$ cat config.mk
export PLATFORM = sky130hd
export DESIGN_NAME = add
export DESIGN_NICKNAME = d
export VERILOG_FILES = /design/src/rtl/add.sv
export SDC_FILE = /design/constraint.sdc
export NUM_CORES = 1
export LEC_CHECK = 0
export CAP_MARGIN = 10
export CORE_AREA = 5 5 46 48
export DETAILED_ROUTE_END_ITERATION = 16
export DIE_AREA = 0 0 51 53
export DONT_BUFFER_PORTS = 1
export PLACE_DENSITY = 0.4
export SKIP_CTS_REPAIR_TIMING = 1
export SLEW_MARGIN = 20
export SYNTH_ARGS = -nofsm -noshare
export SYNTH_HDL_FRONTEND = slang
export SYNTH_SLANG_ARGS = --single-unit
export TNS_END_PERCENT = 10
$ cat constraint.sdc
create_clock -name clk -period 1.31 [get_ports clk]
set_input_delay 0.131 -clock clk [delete_from_list [all_inputs] [get_ports clk]]
set_output_delay 0.131 -clock clk [all_outputs]
set_load 0.03 [all_outputs]
$ cat src/rtl/add.sv
// Two-level carry-lookahead adder computing X+Y+Cin, with sign/carry/parity/zero/overflow flags.
// Latency: one clock; Z and every flag are captured together in a single register stage.
// Backpressure: none; operands are sampled on every rising edge, one result per cycle.
module add #(
  parameter int WIDTH = 4
) (
  input  logic             clk,
  input  logic             rst_n,
  input  logic [WIDTH-1:0] X,
  input  logic [WIDTH-1:0] Y,
  input  logic             Cin,
  output logic [WIDTH-1:0] Z,
  output logic             sign,
  output logic             carry,
  output logic             parity,
  output logic             zero,
  output logic             overflow
);

  localparam int NG = WIDTH / 4;

  logic [WIDTH-1:0] g;
  logic [WIDTH-1:0] p;
  logic [WIDTH-1:0] c;
  logic [WIDTH-1:0] sum;
  logic [NG-1:0]    grp_g;
  logic [NG-1:0]    grp_p;
  logic [NG:0]      gc;

  assign g   = X & Y;
  assign p   = X ^ Y;
  assign sum = p ^ c;

  // First level: each 4-bit group expands its internal carries directly from
  // g/p and the group carry-in, and reports its own generate/propagate.
  for (genvar k = 0; k < NG; k++) begin : g_grp
    localparam int B = 4 * k;

    assign c[B]   = gc[k];
    assign c[B+1] = g[B] | (p[B] & gc[k]);
    assign c[B+2] = g[B+1] | (p[B+1] & g[B]) | (p[B+1] & p[B] & gc[k]);
    assign c[B+3] = g[B+2] | (p[B+2] & g[B+1]) | (p[B+2] & p[B+1] & g[B])
                  | (p[B+2] & p[B+1] & p[B] & gc[k]);

    assign grp_g[k] = g[B+3] | (p[B+3] & g[B+2]) | (p[B+3] & p[B+2] & g[B+1])
                    | (p[B+3] & p[B+2] & p[B+1] & g[B]);
    assign grp_p[k] = &p[B+3:B];
  end

  // Second level: every group carry-in is a flat sum-of-products over the
  // lower groups' G/P and Cin, so group carries do not chain through each other.
  always_comb begin
    logic term;
    logic acc;
    gc    = '0;
    term  = 1'b0;
    acc   = 1'b0;
    gc[0] = Cin;
    for (int k = 0; k < NG; k++) begin
      term = Cin;
      for (int m = 0; m <= k; m++) begin
        term = term & grp_p[m];
      end
      acc = term;
      for (int j = 0; j <= k; j++) begin
        term = grp_g[j];
        for (int m = j + 1; m <= k; m++) begin
          term = term & grp_p[m];
        end
        acc = acc | term;
      end
      gc[k+1] = acc;
    end
  end

  // Result register: sum and flags (derived from the unregistered sum) update together.
  always_ff @(posedge clk or negedge rst_n) begin
    if (!rst_n) begin
      Z        <= '0;
      sign     <= 1'b0;
      carry    <= 1'b0;
      parity   <= 1'b0;
      zero     <= 1'b0;
      overflow <= 1'b0;
    end else begin
      Z        <= sum;
      sign     <= sum[WIDTH-1];
      carry    <= gc[NG];
      parity   <= ~^sum;
      zero     <= ~|sum;
      overflow <= (X[WIDTH-1] & Y[WIDTH-1] & ~sum[WIDTH-1])
                | (~X[WIDTH-1] & ~Y[WIDTH-1] & sum[WIDTH-1]);
    end
  end

endmodule

==> impl_metrics.py <==
metrics = {
    "status": {
        "status": "completed",
    },
    "grt": {
        "use_met2_pct": 7.94,
        "global_route.usage.met1_pct": 5.16,
        "grt_use_met3_pct": 3.10,
        "grt-ovfl-total": 0,
        "first_global_vias": 282,
        "grt_start_max_net_pins": 9,
        "grt_antenna_before_repair": 0,
        "grt_first_pass_wirelength_um": 1040,
        "gr-usage-all-layers_pct": 5.58,
        "gr-max-usage-layer": "met2",
    },
    "logic_synthesis": {
        "post_synth.cell_area_avg_um2": 13.7,
        "muxShareOfSynthArea_pct": 3.22,
        "ys.warnings.count": 0,
        "ys_seq_elements": 8,
        "yosys.area_share.adder_pct": 23.1,
        "synth-seq-area-share_pct": 42.9,
        "netlist_instances": 34,
        "synth_top_family_by_area": "adder cells",
        "netlist-cell-type-count": 17,
        "post_synth_and_or_nand_nor_area_fraction_pct": 2.95,
        "synth_compound_area_share_pct": 9.38,
        "post_synth_instance_area_um2": 467,
        "synth_nets": 53,
        "post_synth_xor_area_fraction_pct": 13.7,
    },
    "cells_and_area": {
        "layout_nets": 65,
        "insertedDiodeCount": 0,
        "areaGrowthSynthToFinish_pct": 31.4,
        "finish.cell_count_without_fillers": 61,
        "final_layout_size_suffix_gt1_share_pct": 52.3,
    },
    "place": {
        "numPlacedInstances": 57,
        "final_weighted_congestion_in_routability_driven_placement": 0.671,
        "port_buffers": 0,
        "dpl.hpwl_um": 622,
    },
    "timing": {
        "tightestPinTransition_ns": 0.529,
        "count_of_pins_over_their_slew_limit": 0,
        "final.setup.tns_ns": 0,
        "period_minus_slack_ns": 1.11,
        "relSlewSlack_pct": 64.8,
        "achievable-frequency_mhz": 898,
        "rsz0062_at_grt": "no",
        "finalHoldViolations": 0,
        "period_share_pct": 85.0,
        "finalHoldWorstSlack_ns": 0.118,
        "setup-violations-final": 0,
    },
    "cts": {
        "h_tree_levels": 1,
        "cts_root_buf": "clkbuf_4",
        "clock_pin_transition_on_the_worst_setup_and_hold_timing_paths_ns": 0.05,
        "cts_tree": "done",
        "clkSinkCount": 8,
        "clock_tree.buffer_depth": 2,
        "cts_buffers": 3,
    },
    "floorplan": {
        "placementRows": 15,
        "die_width_um": 51,
        "pin_count": 20,
        "area_inside_the_core_boundary_um2": 1670,
        "die_outline_area_um2": 2700,
        "initial_core_util_pct": 27.9,
        "die_height_um": 53,
    },
    "pwr": {
        "worst_ir_drop_vdd_mv": 0.382,
        "p_per_area_nw_per_um2": 1370,
        "total_leakage_power_uw": 0.000296,
    },
    "critical_path": {
        "cp-end-kind": "register",
        "worst-endpoint-required_ns": 1.43,
        "worst-endpoint-arrival_ns": 1.23,
        "crit_path_max_fanout": 3,
        "kind_of_start_point_of_the_critical_path": "input pin",
        "setup.worst_path.class": "in -> reg",
    },
    "route": {
        "detail_route.vias_per_cell": 4.61,
        "firstDrtPassIters": 2,
        "ant_nets": 0,
        "detail_route.iter0.violations": 1,
        "post-route-drc-count": 0,
        "vias": 281,
        "routed_wire_length_per_instance_um": 11.3,
        "detail_route.wirelength_um": 687,
    },
    "min_path": {
        "holdCritPathClass": "in -> reg",
    },
    "flow_run": {
        "max-cap-violations": 0,
    },
}
==> sequential cells by signal, indices dropped and copies added (netlist names) <==
signal,count
Z,4
carry,1
overflow,1
parity,1
zero,1
==> final timing paths <==
path | from | endpoint | slack, ns | depth (start not counted)
worst max-delay path | Y[2] | parity$_DFF_PN0_ | 0.20 | 5
worst min-delay path | Cin | Z[0]$_DFF_PN0_ | 0.12 | 1
max in group asynchronous | rst_n | Z[0]$_DFF_PN0_ | 0.86 | 1
min in group asynchronous | rst_n | parity$_DFF_PN0_ | 0.21 | 1
==> layout by cell type, fill, tap and decap left out, types with 3 or more instances in the layout <==
master and count:
inv_1 4, clkbuf_4 3, buf_4 7, ha_1 4, dfrtp_1 8, ha_4 3
a21oi_2 3
==> layer usage <==
metal,part of all wire (%),vias up
met2,42,22
met3,18,2
met5,0,-
met1,38,125
li1,-,132
met4,2.2,0
==> power breakdown <==
group	total, uW	internal (uW)	leakage, uW	switching (uW)
logic	227	145	0.000185	82.6
registers	437	298	0.0000970	139
clock network	175	104	0.0000138	70.8
==> synth_stat cells <==
library cell	instances	share of area [%]
o21ai_2	1	1.9
nor3b_1	1	1.6
buf_4	1	1.6
fa_1	1	4.3
xnor3_1	1	4.8
inv_1	4	3.2
xor2_2	1	3.5
a21o_2	1	1.9
dfrtp_1	8	43
nand2_2	1	1.3
ha_1	7	19
a21oi_2	1	1.9
a21oi_1	2	2.1
xnor2_2	1	3.5
a21o_1	1	1.6
xnor2_1	1	1.9
mux2_4	1	3.2
==> metrics by stage <==
step | util, % | area [um2] | setup WS (ns) | power (uW)
2_1_floorplan | - | 514 | -0.0793 | 599
3_3_place_gp | 34.8 | 581 | -0.0702 | 666
3_5_place_dp | 34.8 | 581 | -0.0780 | 670
4_1_cts | 36.1 | 603 | 0.183 | 849
5_1_grt | 36.7 | 613 | 0.149 | 897
6_report | 36.7 | 613 | 0.196 | 839
==> worst max-delay path: stages <==
cell     delay [ns]
ha_4           0.26
nand2_2        0.05
o21ai_2        0.19
xor2_2         0.18
xnor3_1        0.42
==> logic make-up (layout without fill, tap and decap cells) <==
family / Yosys count / count (layout)
compound gates: 6 / 6
xor+xnor: 4 / 4
fa+ha+maj: 8 / 8
buf+inv: 5 / 15
flops: 8 / 8
mux: 1 / 1
simple gates: 2 / 2
==> layout make-up <==
class	instances	area, um2
Inverter	4	15.0
Sequential cell	8	200
Timing Repair Buffer	8	62.6
Fill cell	167	1060
Clock buffer	3	22.5
Multi-Input combinational cell	21	292
Tap cell	17	21.3
Note: power is estimated with default switching activity, not from simulation.
